File: src/rtl/vis_stream_ctrl.sv
// vis_stream_ctrl
//   Reads one visibility frame from the correlator bus interface and serialises
//   it onto an 8-bit AXI-stream toward the USB bulk IN endpoint. Each frame is
//   MAGIC (2 bytes, MSB first), seq (2 bytes, MSB first), then VISIBS words of
//   8 bytes each ({re, im}, most significant byte first). tlast marks the final
//   byte. Frames requested while busy are counted in a saturating drop counter.
//
// Ports
//   clock, reset_n            clock, async active-low reset
//   enable_i, frame_i         readout enable, new-frame pulse
//   busy_o                    FSM not idle
//   bus_ready_o/valid_i/last_i, bus_revis_i, bus_imvis_i   correlator readout
//   m_tvalid_o/tready_i/tlast_o/tdata_o                    byte stream out
//   seq_o                     sequence number of current / most recent frame
//   dropped_o                 overlapping frame requests (saturating)
//   err_o                     sticky: bus_last_i disagreed with word count
module vis_stream_ctrl #(
    parameter int          ACCUM  = 32,
    parameter int          VISIBS = 276,
    parameter int          VBITS  = 9,
    parameter logic [15:0] MAGIC  = 16'hA55A
) (
    input  logic             clock,
    input  logic             reset_n,
    input  logic             enable_i,
    input  logic             frame_i,
    output logic             busy_o,
    output logic             bus_ready_o,
    input  logic             bus_valid_i,
    input  logic             bus_last_i,
    input  logic [ACCUM-1:0] bus_revis_i,
    input  logic [ACCUM-1:0] bus_imvis_i,
    output logic             m_tvalid_o,
    input  logic             m_tready_i,
    output logic             m_tlast_o,
    output logic [7:0]       m_tdata_o,
    output logic [15:0]      seq_o,
    output logic [7:0]       dropped_o,
    output logic             err_o
);

    typedef enum logic [1:0] {IDLE, HDR, REQ, SEND} state_t;

    localparam logic [VBITS-1:0] LAST_WORD = VBITS'(VISIBS - 1);

    state_t             state_q, state_d;
    logic [2:0]         idx_q, idx_d;
    logic [VBITS-1:0]   cnt_q, cnt_d;
    logic [2*ACCUM-1:0] shr_q, shr_d;
    logic               tvalid_q, tvalid_d;
    logic               tlast_q, tlast_d;
    logic [7:0]         tdata_q, tdata_d;
    logic               ready_q, ready_d;
    logic [15:0]        seq_q, seq_d;
    logic [7:0]         drop_q, drop_d;
    logic               err_q, err_d;

    logic last_word, xfer, take;

    assign last_word = (cnt_q == LAST_WORD);
    assign xfer      = tvalid_q && m_tready_i;
    // ready_q is only ever high in REQ, so bus_valid_i elsewhere is ignored
    assign take      = ready_q && bus_valid_i;

    function automatic logic [7:0] hdr_byte(input logic [1:0] i, input logic [15:0] s);
        case (i)
            2'd0:    hdr_byte = MAGIC[15:8];
            2'd1:    hdr_byte = MAGIC[7:0];
            2'd2:    hdr_byte = s[15:8];
            default: hdr_byte = s[7:0];
        endcase
    endfunction

    always_comb begin
        state_d  = state_q;
        idx_d    = idx_q;
        cnt_d    = cnt_q;
        shr_d    = shr_q;
        tvalid_d = tvalid_q;
        tlast_d  = tlast_q;
        tdata_d  = tdata_q;
        ready_d  = ready_q;
        seq_d    = seq_q;
        drop_d   = drop_q;
        err_d    = err_q;

        case (state_q)
            IDLE: begin
                tvalid_d = 1'b0;
                ready_d  = 1'b0;
                if (frame_i && enable_i) begin
                    state_d = HDR;
                    idx_d   = 3'd0;
                    cnt_d   = '0;
                end
            end
            HDR: begin
                // First HDR cycle loads byte 0; afterwards bytes stream back to back
                if (!tvalid_q) begin
                    tvalid_d = 1'b1;
                    tdata_d  = hdr_byte(idx_q[1:0], seq_q);
                end else if (m_tready_i) begin
                    if (idx_q == 3'd3) begin
                        tvalid_d = 1'b0;
                        ready_d  = 1'b1;
                        state_d  = REQ;
                    end else begin
                        idx_d   = idx_q + 3'd1;
                        tdata_d = hdr_byte(idx_q[1:0] + 2'd1, seq_q);
                    end
                end
            end
            REQ: begin
                if (take) begin
                    // Byte 0 goes straight to the output; the rest waits in shr
                    tdata_d  = bus_revis_i[ACCUM-1 -: 8];
                    shr_d    = {bus_revis_i[ACCUM-9:0], bus_imvis_i, 8'h00};
                    tvalid_d = 1'b1;
                    tlast_d  = 1'b0;
                    ready_d  = 1'b0;
                    idx_d    = 3'd0;
                    state_d  = SEND;
                    if (bus_last_i != last_word) err_d = 1'b1;
                end
            end
            SEND: begin
                if (xfer) begin
                    if (idx_q == 3'd7) begin
                        tvalid_d = 1'b0;
                        tlast_d  = 1'b0;
                        if (last_word) begin
                            state_d = IDLE;
                            seq_d   = seq_q + 16'd1;
                        end else begin
                            cnt_d   = cnt_q + 1'b1;
                            ready_d = 1'b1;
                            state_d = REQ;
                        end
                    end else begin
                        idx_d   = idx_q + 3'd1;
                        tdata_d = shr_q[2*ACCUM-1 -: 8];
                        shr_d   = {shr_q[2*ACCUM-9:0], 8'h00};
                        tlast_d = (idx_q == 3'd6) && last_word;
                    end
                end
            end
            default: state_d = IDLE;
        endcase

        // Overlap: includes the cycle of the final tlast transfer (still busy)
        if (frame_i && enable_i && (state_q != IDLE) && (drop_q != 8'hFF))
            drop_d = drop_q + 8'd1;
    end

    always_ff @(posedge clock or negedge reset_n) begin
        if (!reset_n) begin
            state_q  <= IDLE;
            idx_q    <= '0;
            cnt_q    <= '0;
            shr_q    <= '0;
            tvalid_q <= 1'b0;
            tlast_q  <= 1'b0;
            tdata_q  <= '0;
            ready_q  <= 1'b0;
            seq_q    <= '0;
            drop_q   <= '0;
            err_q    <= 1'b0;
        end else begin
            state_q  <= state_d;
            idx_q    <= idx_d;
            cnt_q    <= cnt_d;
            shr_q    <= shr_d;
            tvalid_q <= tvalid_d;
            tlast_q  <= tlast_d;
            tdata_q  <= tdata_d;
            ready_q  <= ready_d;
            seq_q    <= seq_d;
            drop_q   <= drop_d;
            err_q    <= err_d;
        end
    end

    assign busy_o      = (state_q != IDLE);
    assign bus_ready_o = ready_q;
    assign m_tvalid_o  = tvalid_q;
    assign m_tlast_o   = tlast_q;
    assign m_tdata_o   = tdata_q;
    assign seq_o       = seq_q;
    assign dropped_o   = drop_q;
    assign err_o       = err_q;

endmodule

File: config.mk
export PLATFORM = sky130hd
export DESIGN_NAME = vis_stream_ctrl
export DESIGN_NICKNAME = d
export VERILOG_FILES = /design/src/rtl/vis_stream_ctrl.sv
export SDC_FILE = /design/constraint.sdc
export NUM_CORES = 1
export LEC_CHECK = 0
export ABC_AREA = 1
export BUFFER_PORTS_ARGS = -buffer_cell sky130_fd_sc_hd__buf_2
export CORE_MARGIN = 2
export CORE_UTILIZATION = 45
export DETAILED_ROUTE_END_ITERATION = 8
export GPL_TIMING_DRIVEN = 1
export PLACE_DENSITY = 0.73
export SLEW_MARGIN = 30
export SYNTH_ARGS = -nofsm -noshare
export SYNTH_HDL_FRONTEND = slang
export SYNTH_SLANG_ARGS = --single-unit
File: constraint.sdc
create_clock -name clock -period 2.1 [get_ports clock]
set_clock_uncertainty 0.15 [all_clocks]
set_input_delay 0.21 -clock clock [delete_from_list [all_inputs] [get_ports clock]]
set_output_delay 0.21 -clock clock [all_outputs]
set_load 0.05 [all_outputs]
==> out/metrics.csv <==
metric,value,unit
initial antenna violation count,0,
row count,42,
CP Max Fanout,8,
core area,13300,um2
Final nets,1054,
initial core utilization,46.3,%
Num CTS Buffers,9,
distinct cell type count after synthesis,31,
Slew @ Worst Pin,387,ps
Final Core Density,55.4,%
Chip Height,121,um
critical path endpoint category,flop,
Synth Area per Inst,7.28,um2
Final min period,1950,ps
CTS Buffer Depth,2,
total gr overflow,0,
GRT Util Overall,20.5,%
Avg WL per Cell,12.8,um
Syn Inst Count,847,
Final Wtd Congestion,0.935,
warnings from Yosys,0,
"Reg clk slew, reported paths",70,ps
total nets after synthesis,935,
drt pass-1 iters,6,
Hold Path Class,in -> reg,
port bufs,107,
Detailed Place HPWL,10.6,mm
DIE AREA,14600,um2
Worst Path Required,2230,ps
CTS tree,done,
vias in the first global route,5249,
Slew Limit Fails,0,
P&R area growth vs syn,19.6,%
# clock sinks,106,
multi-input logic area,2890,um2
Die X-Extent,121,um
FMAX,512,MHz
I/O pin count,108,
# setup viols final,0,
dpl cell area,6930,um2
H-tree levels,3,
number of DRC markers in iteration 0,530,
Fillers,1241,
post-synthesis sequential area ratio,43.0,%
"Design Area, Final",7370,um2
fin crit share,93.1,%
FF/Latch Area,2650,um2
"FF+latch count, synth",106,
Slew headroom,74.1,%
via count,5745,
final worst setup slack,146,ps
kind of critical path,reg -> reg,
status,"finished, final reports clean",
Leak,3.57,nW
worst hold slack,26.6,ps
VDD IR max,0.000927,V
max_cap viols,0,
Via density,5.01,
CP Data Arrival Time,2080,ps
root buffer cell,clkbuf_16,
Syn Std Cell Area,6160,um2
global-route wire length before repair,24.1,mm
Place WS,72.3,ps
worst skew pair latency,350,ps
Antenna Nets Post-Route,0,
DR DRC count,0,
ant diodes,0,
Final Routed Wirelength,14.7,mm
Final Hold Fails,0,
pwr dens,577,nW/um2
layout cells sized above 1,17.1,%
largest net degree at the start of global routing,71,
total negative slack,0,ps
element type at the critical path start,flop,
## Yosys cell counts (all sizes together)
library cell	number	area share [%]
xnor2	5	0.71
ha	17	3.5
o21a	1	0.12
xor2	8	1.1
nand3	46	3.9
nor2	48	3.3
clkbuf	8	0.49
o211ai	1	0.12
a21oi	25	2.0
o21bai	1	0.12
nand3b	4	0.49
o21ai	148	12
dfrtp	106	43
clkinv	1	0.061
nand4	5	0.51
or2	2	0.20
buf	27	3.1
a21boi	1	0.18
nor3	16	1.8
inv	107	6.5
nand2	270	17
## timing repair
action | 4_1_cts | 5_1_grt
setup endpoints to repair | 0 | 51
setup buffers | 0 | 4
gates resized for setup | 0 | 3
hold buffers | 10 | 0
endpoints found under the hold margin | 37 | 0
## per-layer routing
metal,track usage [%],vias up,wire length (um)
li1,-,2935,-
met1,28.4,2637,6900
met2,31.9,157,6740
met3,3.95,16,782
met4,7.63,0,242
met5,0,-,0
## per-stage QoR
step                power [mW]  std cells
floorplan                 2.49        847
global placement          2.68       1116
detailed placement        2.70       1116
CTS                       4.30       1142
global route              4.41       1147
finish                    4.26       1147
## registers in the layout (all words and copies together), names as in the netlist
name / flops
shr_q: 56
seq_o: 16
cnt_q: 9
dropped_o: 8
m_tdata_o: 8
idx_q: 3
state_q: 2
bus_ready_o: 1
err_o: 1
m_tlast_o: 1
m_tvalid_o: 1
## cells in the final DEF, fill, tap and decap left out, types with 16 or more instances in the layout
cell type and n:
buf_2 106, buf_4 20, dfrtp_1 106, o21ai_0 99, o21ai_1 49, ha_1 16
nand2_1 266, nor2_1 45, inv_1 104, nand3_1 45, a21oi_1 25
## cell families after synthesis
logic type	Yosys count	synth area share (%)
xor+xnor	13	1.85
flops	106	43.0
fa+ha+maj	17	3.45
compound gates	177	14.6
buf+inv	143	10.2
simple gates	391	26.8
## worst max-delay path, cell delays in order, from the launching register on
cell,delay [ps]
dfrtp_1,430
ha_1,240
ha_1,200
nand2_1,90
inv_2,90
nor2_1,100
nand2_1,100
nor2_2,280
nor2_1,80
a21oi_1,120
## power by group
| group | internal, mW | leakage [nW] | switching, mW |
|---|---|---|---|
| Sequential | 2.09 | 1.16 | 0.0707 |
| Clock | 0.814 | 0.134 | 0.772 |
| Combinational | 0.164 | 2.28 | 0.341 |
| Total | 3.07 | 3.57 | 1.18 |
## worst paths after layout
kind / startpoint / end / slack, ps / depth (start not counted)
min: bus_imvis_i[19] / shr_q[27]$_DFFE_PN0P_ / 30 / 5
max: idx_q[0]$_DFFE_PN0P_ / m_tdata_o[4]$_DFFE_PN0P_ / 150 / 9
min in group asynchronous: reset_n / dropped_o[5]$_DFFE_PN0P_ / 180 / 2
min reg2reg: err_o$_DFFE_PN0P_ / err_o$_DFFE_PN0P_ / 320 / 2
max in group asynchronous: reset_n / shr_q[25]$_DFFE_PN0P_ / 1010 / 3
max reg2reg: idx_q[0]$_DFFE_PN0P_ / m_tdata_o[4]$_DFFE_PN0P_ / 150 / 9
## cell type report
class / instances / area share (%)
multi-input combinational: 598 / 39.3
sequential: 106 / 36.0
timing repair buffer: 143 / 12.6
inverter: 108 / 5.50
clock buffer: 11 / 3.16
tap: 176 / 2.99
clock inverter: 5 / 0.543
No activity file was read; power rests on OpenSTA's default activity.
